[src/rtl/glm_sched_pkg.sv]
// rtl/glm_sched_pkg.sv - shared types and constants for the GLM modify sequencer
package glm_sched_pkg;

    localparam int NUM_REGS      = 8;
    localparam int IDX_WIDTH_DEF = 20;

    localparam int REG_BASE_IDX = 0;
    localparam int REG_COUNT    = 1;
    localparam int REG_EPOCHS   = 7;

    typedef enum logic [1:0] {
        S_IDLE  = 2'd0,
        S_ISSUE = 2'd1,
        S_WAIT  = 2'd2,
        S_DONE  = 2'd3
    } t_schedstate;

    // Replace the base-index word of a register set with a per-sample index.
    function automatic logic [32*NUM_REGS-1:0] f_set_index(
        input logic [32*NUM_REGS-1:0] r,
        input logic [31:0]            idx
    );
        logic [32*NUM_REGS-1:0] v;
        v = r;
        v[32*REG_BASE_IDX +: 32] = idx;
        return v;
    endfunction

endpackage

[src/rtl/glm_sched_counter.sv]
// rtl/glm_sched_counter.sv - sample/epoch/index nesting for the GLM modify sequencer
module glm_sched_counter #(
    parameter int IDX_WIDTH = 20
) (
    input  logic                 clk,
    input  logic                 reset,
    input  logic                 i_load,
    input  logic [IDX_WIDTH-1:0] i_base,
    input  logic [31:0]          i_cnt,
    input  logic [31:0]          i_ep,
    input  logic                 i_advance,
    output logic [IDX_WIDTH-1:0] o_idx_next,
    output logic                 o_last_sample,
    output logic                 o_last_epoch
);

    logic [IDX_WIDTH-1:0] r_base;
    logic [IDX_WIDTH-1:0] r_idx;
    logic [31:0]          r_cnt;
    logic [31:0]          r_ep;
    logic [31:0]          r_sample_cnt;
    logic [31:0]          r_epoch_cnt;

    assign o_last_sample = ((r_sample_cnt + 32'd1) == r_cnt);
    assign o_last_epoch  = ((r_epoch_cnt + 32'd1) == r_ep);
    // Index of the sample issued after the current one; the add wraps modulo 2^IDX_WIDTH.
    assign o_idx_next    = o_last_sample ? r_base : (r_idx + IDX_WIDTH'(1));

    // Load a fresh command, or step to the next sample (rolling into the next epoch).
    always_ff @(posedge clk) begin
        if (reset) begin
            r_base       <= '0;
            r_idx        <= '0;
            r_cnt        <= '0;
            r_ep         <= '0;
            r_sample_cnt <= '0;
            r_epoch_cnt  <= '0;
        end else if (i_load) begin
            r_base       <= i_base;
            r_idx        <= i_base;
            r_cnt        <= i_cnt;
            r_ep         <= i_ep;
            r_sample_cnt <= '0;
            r_epoch_cnt  <= '0;
        end else if (i_advance) begin
            r_idx <= o_idx_next;
            if (o_last_sample) begin
                r_sample_cnt <= '0;
                r_epoch_cnt  <= r_epoch_cnt + 32'd1;
            end else begin
                r_sample_cnt <= r_sample_cnt + 32'd1;
            end
        end
    end

endmodule

[src/rtl/glm_modify_sched.sv]
// rtl/glm_modify_sched.sv - per-sample command sequencer for the GLM modify stage (optional GLM_MODIFY_SCHED_WATCHDOG_EN)
module glm_modify_sched
    import glm_sched_pkg::*;
#(
    parameter int IDX_WIDTH = IDX_WIDTH_DEF
`ifdef GLM_MODIFY_SCHED_WATCHDOG_EN
    ,
    parameter int WATCHDOG_CYCLES = 4096
`endif
) (
    input  logic                   clk,
    input  logic                   reset,
    input  logic                   op_start,
    output logic                   op_done,
    input  logic [32*NUM_REGS-1:0] regs,
    output logic                   child_op_start,
    input  logic                   child_op_done,
    output logic [32*NUM_REGS-1:0] child_regs,
    output logic                   busy,
    output logic [31:0]            samples_done,
    output logic                   error
);

    t_schedstate            r_state;
    t_schedstate            w_next_state;
    logic [32*NUM_REGS-1:0] r_shadow;

    logic                   w_accept;
    logic                   w_advance;
    logic                   w_complete;
    logic                   w_timeout;
    logic                   w_empty;
    logic                   w_last_sample;
    logic                   w_last_epoch;
    logic [IDX_WIDTH-1:0]   w_base;
    logic [IDX_WIDTH-1:0]   w_idx_next;
    logic [31:0]            w_idx_ext;

    assign w_base  = regs[32*REG_BASE_IDX +: IDX_WIDTH];
    assign w_empty = (regs[32*REG_COUNT +: 32] == 32'd0) || (regs[32*REG_EPOCHS +: 32] == 32'd0);
    // Index for the sample about to be issued: the base on accept, else the counter's successor.
    assign w_idx_ext = 32'(w_accept ? w_base : w_idx_next);

    glm_sched_counter #(
        .IDX_WIDTH(IDX_WIDTH)
    ) u_counter (
        .clk           (clk),
        .reset         (reset),
        .i_load        (w_accept),
        .i_base        (w_base),
        .i_cnt         (regs[32*REG_COUNT +: 32]),
        .i_ep          (regs[32*REG_EPOCHS +: 32]),
        .i_advance     (w_advance),
        .o_idx_next    (w_idx_next),
        .o_last_sample (w_last_sample),
        .o_last_epoch  (w_last_epoch)
    );

`ifdef GLM_MODIFY_SCHED_WATCHDOG_EN
    logic [31:0] r_wd;
    logic        r_error;

    assign w_timeout = (r_state == S_WAIT) && !child_op_done &&
                       (r_wd == 32'(WATCHDOG_CYCLES - 1));
    assign error     = r_error;

    // Count cycles spent waiting on the modify stage; restarts on every WAIT entry.
    always_ff @(posedge clk) begin
        if (reset || (r_state != S_WAIT)) begin
            r_wd <= '0;
        end else begin
            r_wd <= r_wd + 32'd1;
        end
    end

    // Sticky timeout flag, cleared by the next accepted command.
    always_ff @(posedge clk) begin
        if (reset) begin
            r_error <= 1'b0;
        end else if (w_accept) begin
            r_error <= 1'b0;
        end else if (w_timeout) begin
            r_error <= 1'b1;
        end
    end
`else
    assign w_timeout = 1'b0;
    assign error     = 1'b0;
`endif

    // State register.
    always_ff @(posedge clk) begin
        if (reset) begin
            r_state <= S_IDLE;
        end else begin
            r_state <= w_next_state;
        end
    end

    // Next-state logic and per-cycle control strobes.
    always_comb begin
        w_next_state = r_state;
        w_accept     = 1'b0;
        w_advance    = 1'b0;
        w_complete   = 1'b0;
        case (r_state)
            S_IDLE: begin
                if (op_start) begin
                    w_accept     = 1'b1;
                    w_next_state = w_empty ? S_DONE : S_ISSUE;
                end
            end
            S_ISSUE: begin
                w_next_state = S_WAIT;
            end
            S_WAIT: begin
                if (child_op_done) begin
                    w_complete = 1'b1;
                    if (w_last_sample && w_last_epoch) begin
                        w_next_state = S_DONE;
                    end else begin
                        w_advance    = 1'b1;
                        w_next_state = S_ISSUE;
                    end
                end else if (w_timeout) begin
                    w_next_state = S_DONE;
                end
            end
            S_DONE: begin
                w_next_state = S_IDLE;
            end
            default: begin
                w_next_state = S_IDLE;
            end
        endcase
    end

    // Registered outputs; child_regs are loaded on the edge into ISSUE so they settle a cycle before the start pulse.
    always_ff @(posedge clk) begin
        if (reset) begin
            op_done        <= 1'b0;
            child_op_start <= 1'b0;
            child_regs     <= '0;
            busy           <= 1'b0;
            samples_done   <= '0;
            r_shadow       <= '0;
        end else begin
            op_done        <= (r_state == S_DONE);
            child_op_start <= (r_state == S_ISSUE);
            if (w_accept) begin
                busy         <= 1'b1;
                samples_done <= '0;
                r_shadow     <= regs;
            end else if (r_state == S_DONE) begin
                busy <= 1'b0;
            end
            if (w_accept && !w_empty) begin
                child_regs <= f_set_index(regs, w_idx_ext);
            end else if (w_advance) begin
                child_regs <= f_set_index(r_shadow, w_idx_ext);
            end
            if (w_complete) begin
                samples_done <= samples_done + 32'd1;
            end
        end
    end

endmodule

[config.mk]
export PLATFORM = sky130hd
export DESIGN_NAME = glm_modify_sched
export DESIGN_NICKNAME = d
export VERILOG_FILES = /design/src/rtl/glm_sched_pkg.sv /design/src/rtl/glm_sched_counter.sv /design/src/rtl/glm_modify_sched.sv
export SDC_FILE = /design/constraint.sdc
export NUM_CORES = 1
export LEC_CHECK = 0
export BUFFER_PORTS_ARGS = -buffer_cell sky130_fd_sc_hd__buf_2
export CAP_MARGIN = 20
export CORE_MARGIN = 2
export CORE_UTILIZATION = 40
export CTS_BUF_LIST = sky130_fd_sc_hd__clkbuf_8
export DETAILED_ROUTE_END_ITERATION = 8
export PLACE_DENSITY = 0.64
export SLEW_MARGIN = 20
export SYNTH_ARGS = -nofsm -noshare
export SYNTH_HDL_FRONTEND = slang
export SYNTH_HIERARCHICAL = 1
export SYNTH_SLANG_ARGS = --single-unit
[constraint.sdc]
create_clock -name clk -period 10.5 [get_ports clk]
set_input_delay 2.1 -clock clk [delete_from_list [all_inputs] [get_ports clk]]
set_output_delay 2.1 -clock clk [all_outputs]
set_load 0.05 [all_outputs]
* Yosys cells after proc, flatten, opt, wreduce, memory -nomap -nowiden
Cells that the tools add are included.
** Word-level totals
- Register bits after elaboration :: 717
- Output and inout bits :: 292
- Word-level logic and storage cells :: 61
** Operators by class
- $add $sub $neg :: 4
- Equal/unequal tests :: 7
- Muxes and demuxes :: 23
- Reductions and logical operators :: 14
** Operator list (number)
- 2-to-1 mux 256 bit :: 2
- adder 32 x 1 -> 32 bit, second input constant :: 3
- 2-to-1 mux 32 bit :: 3
- 2-to-1 mux 20 bit :: 4
- == test 32 bit :: 2
- zero test 32 bit :: 2
- adder 20 x 1 -> 20 bit, second input constant :: 1
- 2-to-1 mux 1 bit :: 9
- 2-to-1 mux 2 bit :: 4
- one-hot mux 2 bit (4 select lines) :: 1
- nonzero test 2 bit :: 4
- == test 2 bit, second input constant :: 2
- inequality test 2 bit, second input constant :: 2
- AND reduction 2 bit :: 2
- == test 2 x 1 -> 1 bit, second input constant :: 1
- logical AND 1 bit :: 2
- zero test 2 bit :: 1
- OR reduction 2 bit :: 1
- zero test 1 bit :: 1
- logical OR 1 bit :: 1

* Depth between registers and ports, before layout
- Word-level depth :: 8
- Depth in mapped cells :: 21

* By module
The synthesis kept the hierarchy.
** Modules (own cells, without submodules)
- glm_modify_sched :: times used 1, cells an instance 2480, area an instance 19875.3 um^2
- glm_sched_counter :: times used 1, cells an instance 1177, area an instance 9758.1 um^2

* Least setup slack after synthesis
Ideal clock, no wire load.
- Path type :: flip-flop to flip-flop
- Start point :: register u_counter.r_epoch_cnt[12]
- End point :: register u_counter.r_idx[4]
- Library setup time :: 0.095 ns
- Arrival :: 4.415 ns
- Data required time :: 10.405 ns
- Slack :: 5.989 ns
- Cell stages (with the launch flop) :: 21
- Period minus slack after synthesis :: 4.511 ns
- Cell sequence :: dfxtp_1 clkbuf_1 nand4_1 or3_1 clkbuf_1 nor4_1 and3_1 and3_1 and3_1 xnor2_1 nand3_1 a2111oi_0 nand2_1 nand2_1 inv_2 clkbuf_1 inv_1 clkbuf_1 clkbuf_1 a21oi_1 a221oi_1
** Between the ends
- Cells in the longest elaborated chain, start to end :: 7
** RTL lines
- from (decl) :: line glm_sched_counter.sv:22 : logic [31:0] r_epoch_cnt;
- from (signal assigned) :: line glm_sched_counter.sv:49 : r_epoch_cnt <= r_epoch_cnt + 32'd1;
- adder 32 x 1 -> 32 bit :: line glm_sched_counter.sv:25 : assign o_last_epoch = ((r_epoch_cnt + 32'd1) == r_ep);
- == test 32 bit :: line glm_sched_counter.sv:25
- named net w_last_epoch :: line glm_modify_sched.sv:34 : logic w_last_epoch;
- logical AND 1 bit :: line glm_modify_sched.sv:119 : if (w_last_sample && w_last_epoch) begin
- 2-to-1 mux 1 bit :: line glm_modify_sched.sv:119
- 2-to-1 mux 1 bit :: line glm_modify_sched.sv:117 : if (child_op_done) begin
- 2-to-1 mux 1 bit :: line glm_modify_sched.sv:106 : case (r_state)
- named net w_advance :: line glm_modify_sched.sv:29 : logic w_advance;
- nonzero test 2 bit (no source line)
- to (signal assigned) :: line glm_sched_counter.sv:40 : r_idx <= i_base;
- to (signal assigned) :: line glm_sched_counter.sv:46 : r_idx <= o_idx_next;
- to (decl) :: line glm_sched_counter.sv:18 : logic [IDX_WIDTH-1:0] r_idx;
The timed path passes the listed nets, and every way through them passes these cells.
A chain may end at the register's enable or synchronous reset.

* Worst setup path in the final report
- Start point :: register u_counter.r_epoch_cnt[8]
- End point :: register child_regs[68]
** Between the ends
- Cells in the longest elaborated chain, start to end :: 7
** RTL lines
- adder 32 x 1 -> 32 bit :: line glm_sched_counter.sv:25
- == test 32 bit :: line glm_sched_counter.sv:25
- named net w_last_epoch :: line glm_modify_sched.sv:34
- logical AND 1 bit :: line glm_modify_sched.sv:119
- 2-to-1 mux 1 bit :: line glm_modify_sched.sv:119
- 2-to-1 mux 1 bit :: line glm_modify_sched.sv:117
- 2-to-1 mux 1 bit :: line glm_modify_sched.sv:106
- nonzero test 2 bit (no source line)
- to (signal assigned) :: line glm_modify_sched.sv:158 : child_regs <= f_set_index(regs, w_idx_ext);
- to (signal assigned) :: line glm_modify_sched.sv:160 : child_regs <= f_set_index(r_shadow, w_idx_ext);
- to (decl) :: line glm_modify_sched.sv:18 : output logic [32*NUM_REGS-1:0] child_regs,
The timed path passes the listed nets, and every way through them passes these cells.

==> summary by stage <==
Clocking
The number of sinks on the clock net is 673. TritonCTS built the clock tree. Clock tree synthesis inserted a total of 115 buffers.

The clock root buffer is clkbuf_8. After clock tree synthesis, the repair step resized 0 gates. The clock edge transition at the registers on the reported setup and hold paths is 0.06 ns. The deepest level of the CTS H-tree is 3. The maximum clock path buffer count is 3.

The worst-skew pair later-pin latency is 0.75 ns. The number of buffers inserted to repair setup after CTS is 0. The number of hold buffers added after CTS was 0.

GRT
The total overflow left after global routing is 0. The via count of the first global-routing pass came to 25400. The number of antenna violations at the first check in global routing was 9.

Entering global routing, the biggest net connects 221 pins. The global-route wire length before repair is 143000 µm. For this run, the total global-route usage over all layers was measured as 22.7%.

Cells and area
In the final layout, the share of cells above drive strength 1 is 21.2%. At the end of the flow, the number of nets in the layout was 4286. For this run, the share of the core covered by cells in the final layout is 47.7%. The post-route cell area is 34900 µm².

From synthesis to final layout, the design area changed by 17.9%.

Yosys
The count of flip-flops with a built-in enable after synthesis is 0. The flip-flop cell with the highest count after synthesis is dfxtp_1. In this run, synthesis produced a sequential element count of 673. The total standard cell area after synthesis is 29600 µm².

The fraction of synthesis flops using an asynchronous set or reset pin is 0%. For this run, the register share of the synthesized area comes to 45.5%. The number of warnings issued by yosys is 6.

The post-synthesis cell count is 3657. After synthesis, the mean cell area works out to 8.10 µm². Counting distinct cell types in the post-synthesis netlist gives 82.

Worst setup path
The critical path's slowest cell is buf_4. The top cell family by delay on the critical path is simple AND/OR/NAND/NOR gates. For this run, the slowest stage of the critical path takes 0.73 ns.

STA puts the critical path data required time at 11.12 ns. The number of buffers and inverters on the critical path is 2. The worst path arrival time is 6.65 ns. The critical-path maximum fanout is 69.

The critical path goes through nand3_1 > or4_1 > nor4_1 > and3_1 > and3_1 > xnor2_1 > a211oi_1 > nand3_1 > a2111oi_0 > nand2_1 > nand2_4 > buf_4 > buf_4 > nand2_1 > a311oi_1. The type of the setup path with the least slack is flop to flop. The worst setup path is captured at a flop. The critical path runs through a total of 15 cells. STA classifies the critical path startpoint as a flop.

For the worst flop-to-flop path, the logic depth is 15.

Placement
The number of port buffers is 526. The routability-driven placement congestion ratio is 0.856. The estimated wirelength of the detail-placed design is 57700 µm. The instance area at placement is 32400 µm².

STA
The transition at the pin with the smallest max-transition slack is 1.35 ns. The worst clock skew is 0.0428 ns. The total count of hold-check failures in the final report is 0. The total negative slack is 0 ns. The number of failing setup endpoints in the final timing report is 0. Timing would allow up to 166 MHz.

The shortest clock period the worst path allows after layout is 6.03 ns. The number of max-slew violations in the final report came to 0. The share of the clock period used by the worst path after layout is 57.4%. The worst pin sits at a relative slew slack of 10.2%. Setup repair after global routing left no endpoint under its margin.

Routing
The final route contains 27300 vias. Once detail routing completed, the nets flagged for antenna violations numbered 0. The detailed-router iteration count before antenna repair is 5. The remaining design rule violation count is 0.

For this block, the routed nets add up to 90600 µm of wire. After detailed routing, the average wire length per cell comes to 17.8 µm. The violation count after the first detailed-routing iteration is 1949.

Using the TritonRoute via totals, the vias-per-cell ratio works out to 5.38.

Pwr
The standby leakage power is 14.4 nW. The power per unit of standard cell area is 185 nW/µm². The worst IR drop on VDD is 0.125 mV.

Min path
Counting instances, the worst hold path has a depth of 2. The class of the most critical hold timing path is flop to flop.

Floorplanning
The width of the chip is 276 µm. The number of top-level design ports is 552. The initial cell density of the core is 40.5%.

The floorplan step set the die height to 276 µm. The die footprint is 76300 µm². The floorplan has 99 rows.

The total core area is 73200 µm².

Outcome
The run finished with clean final reports.

Flow run
The max capacitance violation total is 0.
[final timing paths]
kind	from	to	slack (ns)
min	r_shadow[229]$_SDFFE_PP0N_	r_shadow[229]$_SDFFE_PP0N_	0.45
min reg2reg	r_shadow[229]$_SDFFE_PP0N_	r_shadow[229]$_SDFFE_PP0N_	0.45
max reg2reg	u_counter/r_epoch_cnt[8]$_SDFFE_PP0P_	child_regs[68]$_SDFFE_PP0P_	4.47
max	u_counter/r_epoch_cnt[8]$_SDFFE_PP0P_	child_regs[68]$_SDFFE_PP0P_	4.47
[area by class of cell]
class | instances | area [µm²]
fill | 7297 | 38300
multi-input combinational | 2644 | 14700
sequential | 673 | 13500
timing repair buffer | 550 | 2890
clock buffer | 148 | 2040
tap | 959 | 1200
clock inverter | 63 | 448
inverter | 38 | 158
antenna | 5 | 12.5
[logic make-up (layout without fill, tap and decap cells)]
family                   after synthesis  after routing  synth area share, %
other                                  1             18               0.0127
flip-flops                           673            673                 45.5
AND/OR/NAND/NOR                     1678           1678                 24.6
multiplexers                         116            116                 4.04
XOR/XNOR                             137            137                 4.05
adder cells (fa/ha/maj)                4              4                0.169
AO/OA/AOI/OAI                        696            696                 16.5
buffers and inverters                352            799                 5.18
[sequential cells by signal (all words and copies together) (netlist names)]
name,count
op_done,1
r_state,2
samples_done,32
u_counter/r_epoch_cnt,32
child_op_start,1
u_counter/r_ep,32
u_counter/r_idx,20
u_counter/r_base,20
u_counter/r_cnt,32
u_counter/r_sample_cnt,32
child_regs,244
busy,1
r_shadow,224
[cells in the mapped netlist, types with 5 or more instances]
library cell,instances,area [µm²]
nand2_1,849,3190
dfxtp_1,673,13500
nor2_1,487,1830
a21oi_1,315,1580
clkbuf_1,177,664
a311oi_1,156,1370
mux2i_1,86,861
buf_2,85,425
o221a_2,84,946
nand3_1,82,410
xor2_1,70,613
xnor2_1,67,587
o21ai_0,45,225
nand4_1,37,231
inv_1,36,135
and3_1,34,213
or3_1,30,188
nor4_1,27,169
nor3_1,26,130
buf_1,25,93.8
buf_4,20,150
or4_1,19,143
mux2_2,18,203
a31oi_1,16,100
a221oi_1,13,114
mux2_1,12,135
nand2b_1,12,75.1
nor3b_1,8,60.1
or3b_2,8,70.1
and4_1,7,61.3
nand3b_1,7,52.6
o211ai_1,7,52.6
a211oi_1,6,45.0
and2_1,6,37.5
o22ai_1,6,37.5
o2bb2a_1,6,60.1
a32oi_1,5,43.8
nor2b_1,5,31.3
or2_2,5,31.3
or4b_2,5,50.1
[cells in the final DEF (no fill, tap or decap), drive strengths merged, types with 19 or more instances in the layout]
master  Yosys  layout
or3        31      31
or4        19      19
inv        38      79
xnor2      67      67
a21oi     315     315
buf       134     550
o221a      84      84
nor3       29      29
nor4       31      31
nand3      85      85
mux2       30      30
clkbuf    180     148
dfxtp     673     673
nor2      487     487
and3       35      35
mux2i      86      86
nand2     849     849
o21ai      47      47
xor2       70      70
a311oi    156     156
nand4      40      40
[power by group]
| group | internal, W | total (W) | leakage, nW | switching (W) |
|---|---|---|---|---|
| logic | 0.000307 | 0.00110 | 7.41 | 0.000793 |
| clock network | 0.00138 | 0.00251 | 1.41 | 0.00114 |
| registers | 0.00274 | 0.00285 | 5.53 | 0.000106 |
[worst reg2reg max path: stages (launching register included)]
cell and delay [ns]:
dfxtp_1 0.48, nand3_1 0.18, or4_1 0.72, nor4_1 0.59, and3_1 0.31, and3_1 0.25
xnor2_1 0.13, a211oi_1 0.28, nand3_1 0.14, a2111oi_0 0.48, nand2_1 0.22, nand2_4 0.18
buf_4 0.66, buf_4 0.77, nand2_1 0.20, a311oi_1 0.30
[through the flow]
step | hold slack (ns) | instances | total power (W) | setup slack, ns
final | 0.451 | 5080 | 0.00646 | 4.47
after global placement | 0.438 | 4864 | 0.00399 | 4.50
after CTS | 0.452 | 5075 | 0.00653 | 4.41
after global routing | 0.467 | 5080 | 0.00676 | 3.96
after floorplan | 0.431 | 3669 | 0.00369 | 5.99
after detailed placement | 0.443 | 4864 | 0.00400 | 4.43
[layer usage]
metal  global-route usage [%]  part of all wire [%]
met2                     36.7                    46
met3                     5.51                   6.9
met4                     7.73                   2.7
met5                        0                 0.029
met1                     29.7                    44
(Power assumes the default switching activity.)
